$ cat src/rtl/risc_fsm_core.sv
// Multi-cycle FETCH/DECODE/EXECUTE/WRITEBACK core with 8 registers and 16-bit instructions.
// Define RISC_FSM_MUL_EN to make opcode 8 a multiply; otherwise opcode 8 is a NOP.
module risc_fsm_core #(
   parameter int DATA_W = 8,
   parameter int PC_W   = 8
) (
   input  logic              clk,
   input  logic              rst,
   output logic [PC_W-1:0]   imem_addr,
   input  logic [15:0]       imem_rdata,
   input  logic              imem_ready,
   output logic [15:0]       current_instruction,
   output logic [PC_W-1:0]   program_counter_out,
   output logic [2:0]        state_out,
   output logic              halted,
   output logic              zero_flag,
   output logic              carry_flag,
   input  logic [2:0]        dbg_sel,
   output logic [DATA_W-1:0] dbg_data
);

   typedef enum logic [2:0] {
      FETCH     = 3'd0,
      DECODE    = 3'd1,
      EXECUTE   = 3'd2,
      WRITEBACK = 3'd3,
      HALT      = 3'd4
   } state_t;

   localparam logic [3:0] OP_ADD  = 4'h0;
   localparam logic [3:0] OP_SUB  = 4'h1;
   localparam logic [3:0] OP_AND  = 4'h2;
   localparam logic [3:0] OP_OR   = 4'h3;
   localparam logic [3:0] OP_NOT  = 4'h4;
   localparam logic [3:0] OP_LDI  = 4'h5;
   localparam logic [3:0] OP_BEQZ = 4'h6;
   localparam logic [3:0] OP_JMP  = 4'h7;
`ifdef RISC_FSM_MUL_EN
   localparam logic [3:0] OP_MUL  = 4'h8;
`endif
   localparam logic [3:0] OP_HALT = 4'hF;

   state_t            state, state_nx;
   logic [PC_W-1:0]   pc, next_pc, pc_calc;
   logic [15:0]       ir;
   logic [DATA_W-1:0] regs [8];
   logic [DATA_W-1:0] op_a, op_b, res_q;
   logic              carry_q, zf, cf;
   logic [DATA_W:0]   alu;
   logic              wr_en, flag_en;
   logic [3:0]        op;
   logic [2:0]        rd, rs1, rs2;

   assign op  = ir[15:12];
   assign rd  = ir[11:9];
   assign rs1 = ir[8:6];
   assign rs2 = ir[5:3];

   always_ff @(posedge clk or posedge rst) begin
      if (rst) state <= FETCH;
      else     state <= state_nx;
   end

   always_comb begin
      state_nx = state;
      case (state)
         FETCH:     if (imem_ready) state_nx = DECODE;
         DECODE:    state_nx = (op == OP_HALT) ? HALT : EXECUTE;
         EXECUTE:   state_nx = WRITEBACK;
         WRITEBACK: state_nx = FETCH;
         HALT:      state_nx = HALT;
         default:   state_nx = FETCH;
      endcase
   end

   // ALU and next-PC; the extra alu MSB carries carry-out (ADD) or borrow (SUB).
   always_comb begin
      alu     = '0;
      pc_calc = pc + PC_W'(1);
      wr_en   = 1'b0;
      flag_en = 1'b0;
      case (op)
         OP_ADD: begin alu = {1'b0, op_a} + {1'b0, op_b}; wr_en = 1'b1; flag_en = 1'b1; end
         OP_SUB: begin alu = {1'b0, op_a} - {1'b0, op_b}; wr_en = 1'b1; flag_en = 1'b1; end
         OP_AND: begin alu = {1'b0, op_a & op_b};         wr_en = 1'b1; flag_en = 1'b1; end
         OP_OR:  begin alu = {1'b0, op_a | op_b};         wr_en = 1'b1; flag_en = 1'b1; end
         OP_NOT: begin alu = {1'b0, ~op_a};               wr_en = 1'b1; flag_en = 1'b1; end
         OP_LDI: begin alu = {{(DATA_W-7){1'b0}}, ir[7:0]}; wr_en = 1'b1; end
         OP_BEQZ: begin
            if (op_a == '0) pc_calc = pc + PC_W'(1) + PC_W'({{10{ir[5]}}, ir[5:0]});
         end
         OP_JMP: pc_calc = PC_W'(ir[7:0]);
`ifdef RISC_FSM_MUL_EN
         // Product is self-determined at DATA_W bits: only the low half is built.
         OP_MUL: begin alu = {1'b0, op_a * op_b}; wr_en = 1'b1; flag_en = 1'b1; end
`endif
         default: ;
      endcase
   end

   always_ff @(posedge clk or posedge rst) begin
      if (rst) begin
         pc      <= '0;
         ir      <= '0;
         op_a    <= '0;
         op_b    <= '0;
         res_q   <= '0;
         carry_q <= 1'b0;
         next_pc <= '0;
         zf      <= 1'b0;
         cf      <= 1'b0;
         for (int i = 0; i < 8; i++) regs[i] <= '0;
      end else begin
         case (state)
            FETCH:  if (imem_ready) ir <= imem_rdata;
            DECODE: begin
               op_a <= regs[rs1];
               op_b <= regs[rs2];
            end
            EXECUTE: begin
               res_q   <= alu[DATA_W-1:0];
               carry_q <= alu[DATA_W];
               next_pc <= pc_calc;
            end
            WRITEBACK: begin
               if (wr_en) regs[rd] <= res_q;
               if (flag_en) begin
                  zf <= (res_q == '0);
                  cf <= carry_q;
               end
               pc <= next_pc;
            end
            default: ;
         endcase
      end
   end

   assign imem_addr           = pc;
   assign program_counter_out = pc;
   assign current_instruction = ir;
   assign state_out           = state;
   assign halted              = (state == HALT);
   assign zero_flag           = zf;
   assign carry_flag          = cf;
   assign dbg_data            = regs[dbg_sel];

endmodule

$ cat config.mk
export PLATFORM = sky130hd
export DESIGN_NAME = risc_fsm_core
export DESIGN_NICKNAME = d
export VERILOG_FILES = /design/src/rtl/risc_fsm_core.sv
export SDC_FILE = /design/constraint.sdc
export NUM_CORES = 1
export LEC_CHECK = 0
export CORE_UTILIZATION = 43
export DETAILED_ROUTE_END_ITERATION = 6
export GPL_TIMING_DRIVEN = 0
export PLACE_DENSITY = 0.71
export REMOVE_ABC_BUFFERS = 1
export SYNTH_ARGS = -nofsm -noshare
export SYNTH_HDL_FRONTEND = slang
export SYNTH_SLANG_ARGS = --single-unit
export TNS_END_PERCENT = 30
$ cat constraint.sdc
create_clock -name clk -period 6.2 [get_ports clk]
set_clock_uncertainty 0.2 [all_clocks]
set_input_delay 1.24 -clock clk [delete_from_list [all_inputs] [get_ports clk]]
set_output_delay 1.24 -clock clk [all_outputs]
set_load 0.01 [all_outputs]
==> results.md <==
- Max-Cap Viols: 0
- Pwr/cell area: 582 nW/µm²
- Rows: 48
- Routed via count: 5640
- DR WL/cell: 21.5 µm
- Leak Pwr: 3.99 nW
- Worst path most repeated cell: clkdlybuf4s50_1
- Cell count after synthesis: 656
- CP Max Fanout: 16
- Post-CTS sizing: 0
- Synth top cells by count: dfrtp_1 (126), mux2_2 (86), nand2_1 (57)
- Sequential area share after synthesis: 40.8%
- Core area: 17400 µm²
- CTS tree: done
- CP max-delay cell: clkdlybuf4s50_1
- Total global routing overflow: 0
- Fmax: 0.186 GHz
- Maximum vdd ir drop: 0.373 mV
- Final worst-path cycle share: 86.9%
- Worst-path clk slew: 60 ps
- Worst min-delay path class: flop to flop
- Vias in the first global route: 5689
- Detailed Routing Iterations Pass 1: 5
- Required @ worst endpoint: 4760 ps
- Most numerous cell in the Yosys netlist: dfrtp_1
- Worst Tran Pin Value: 1230 ps
- GPL Wtd Cong: 0.880
- Final Hold Fails: 0
- Sinks on Clock Net: 126
- Slew Limit Fails: 0
- CTS Buf Count: 17
- Initial antenna violation count: 0
- GR Layer Usage met1: 30.1%
- Worst Path Class, Setup: input pin to primary output
- Postcts setup bufs: 0
- H-tree depth: 4
- Antenna viol nets, final: 0
- Pin count of the biggest net entering global routing: 81
- Die width: 136 µm
- Critical Path AT: 3950 ps
- Synth-to-layout area growth: 18.4%
- Initial DRC count: 550
- Layout Nets: 738
- Vias/cell: 6.06
- Syn. warnings: 0
- Non-Filler Instances: 931
- Netlist cell types: 61
- Detailed-route DRC error count: 0
- Status: finished, final reports clean
- RSZ-0062 raised after global routing: false
- Number of synthesized flops with an enable pin: 0
- Top FF cell, synth: dfrtp_1
- First-pass GRT wire length: 32000 µm
- Synth top area cells: dfrtp_1 (41%), mux4_2 (14%), mux2_2 (13%), ha_1 (3.2%), nand2_1 (2.8%)
- Largest stage delay on the critical path: 1290 ps
- Clock Tree Buf Depth: 2
- Layout cells sized above 1: 26.2%
- Post-synth top area share: 40.8%
- Grt met3 use: 4.10%
- Post-synth top area cell: dfrtp_1
- Total GRT Usage: 23.2%
- Placed cells: 900
- DIE HEIGHT: 136 µm
- Top delay family on crit path: buffers and inverters
- Hold_buf cts: 0
- Tmin final: 5390 ps
- Antenna cells: 0
- Cell Chain, Critical Path: clkdlybuf4s50_1 -> mux4_2 -> mux2_2 -> clkdlybuf4s50_1
- Clock root cell: clkbuf_16
- Post-synthesis cell area: 7720 µm²
- Final Setup Violations: 0
- Core Util, Final: 52.5%
- Post-DP HPWL: 13600 µm
- Crit path launch type: input pin
- Clk Latency, worst-skew pair: 420 ps
- Initial Utilization: 44.3%
- GR Util met2: 38.3%
- Crit path buf inv count: 2
- Synthesized area per cell: 11.8 µm²
- Number of synthesized register bits: 126
- Crit end category: primary output
- Fill cells: 1506
- Post-Route WL: 20000 µm
- Max_slew headroom: 17.8%
- Port bufs: 67
- Gr busiest metal: met2
- Io pins: 68
- Die area: 18500 µm²
- Ys async rst share: 100%
routing by layer:
layer	share of wire, %	routed length (µm)
met5	0	0
met4	2.7	547
met3	5.7	1130
met2	50	10000
met1	42	8300
layout make-up:
| type | instances | area, µm² | area share [%] |
|---|---|---|---|
| tap | 225 | 282 | 3.08 |
| timing repair buffer | 69 | 713 | 7.80 |
| clock inverter | 10 | 185 | 2.02 |
| inverter | 18 | 72.6 | 0.794 |
| multi-input combinational | 462 | 4270 | 46.7 |
| sequential | 126 | 3160 | 34.5 |
| clock buffer | 21 | 470 | 5.14 |
stage by stage:
| stage | instance area [µm²] | total power [mW] | setup slack (ps) | TNS (ps) | hold slack (ps) |
|---|---|---|---|---|---|
| 4_1_cts | 9140 | 5.33 | 741 | 0 | 276 |
| 5_1_grt | 9150 | 5.66 | 652 | 0 | 297 |
| 6_report | 9150 | 5.32 | 811 | 0 | 273 |
| 3_3_place_gp | 8430 | 4.10 | -245 | -29720 | 255 |
| 2_1_floorplan | 7480 | 3.31 | 1400 | 0 | 230 |
| 3_5_place_dp | 8490 | 4.19 | 747 | 0 | 257 |
logic make-up (layout without fill, tap and decap cells):
family	after synthesis	count (layout)	share of synthesized area, %
muxes	152	152	28.9
xor gates and xnor gates	22	22	2.49
and+or+nand+nor	156	156	10.9
adders and majority gates	25	25	4.15
DFF	126	126	40.8
buffers and inverters	68	118	4.02
AOI/OAI and AO/OA	107	107	8.76
flip-flops by register name (all words and copies together) (netlist names):
signal,cells
regs,64
current_instruction,16
imem_addr,8
next_pc,8
op_a,8
op_b,8
res_q,8
state_out,3
carry_flag,1
carry_q,1
zero_flag,1
worst reg2reg max path, stage by stage (launching register included):
cell     delay (ps)
dfrtp_1         600
nor3_1          890
nand2_1         330
o21ai_0         390
inv_1            80
ha_1            270
nor2b_1         130
o21ai_0         260
a21oi_1         150
o41ai_1         340
mux2i_1         140
a211o_1         280
cells in the final DEF, fill, tap and decap left out, types with 13 or more instances in the layout:
cell             Yosys  routed
dfrtp_1            126     124
mux2_2              86      86
clkdlybuf4s50_1      0      67
nand2_1             57      57
mux4_2              48      48
nor2_1              37      37
o21ai_0             32      32
a21oi_1             31      31
ha_1                20      20
mux2i_1             17      17
clkbuf_16            0      17
inv_1               17      16
xnor2_1             13      13
power breakdown:
| part | leakage (nW) | switching [mW] | internal, mW |
|---|---|---|---|
| registers | 1.65 | 0.708 | 1.16 |
| logic | 2.01 | 1.05 | 1.30 |
| clock network | 0.319 | 0.363 | 0.742 |
final timing paths:
| kind | to | cells past startpoint | slack, ps | startpoint |
|---|---|---|---|---|
| setup / recovery | dbg_data[2] | 4 | 810 | dbg_sel[0] |
| hold / removal | imem_addr[3] | 2 | 270 | next_pc[3] |
| setup reg to reg | res_q[7] | 11 | 2030 | current_instruction[14] |
| hold reg to reg | imem_addr[3] | 2 | 270 | next_pc[3] |
| max in group asynchronous | zero_flag | 3 | 4040 | rst |
| min in group asynchronous | current_instruction[7] | 2 | 1020 | rst |
Note: power is estimated with default switching activity, not from simulation.
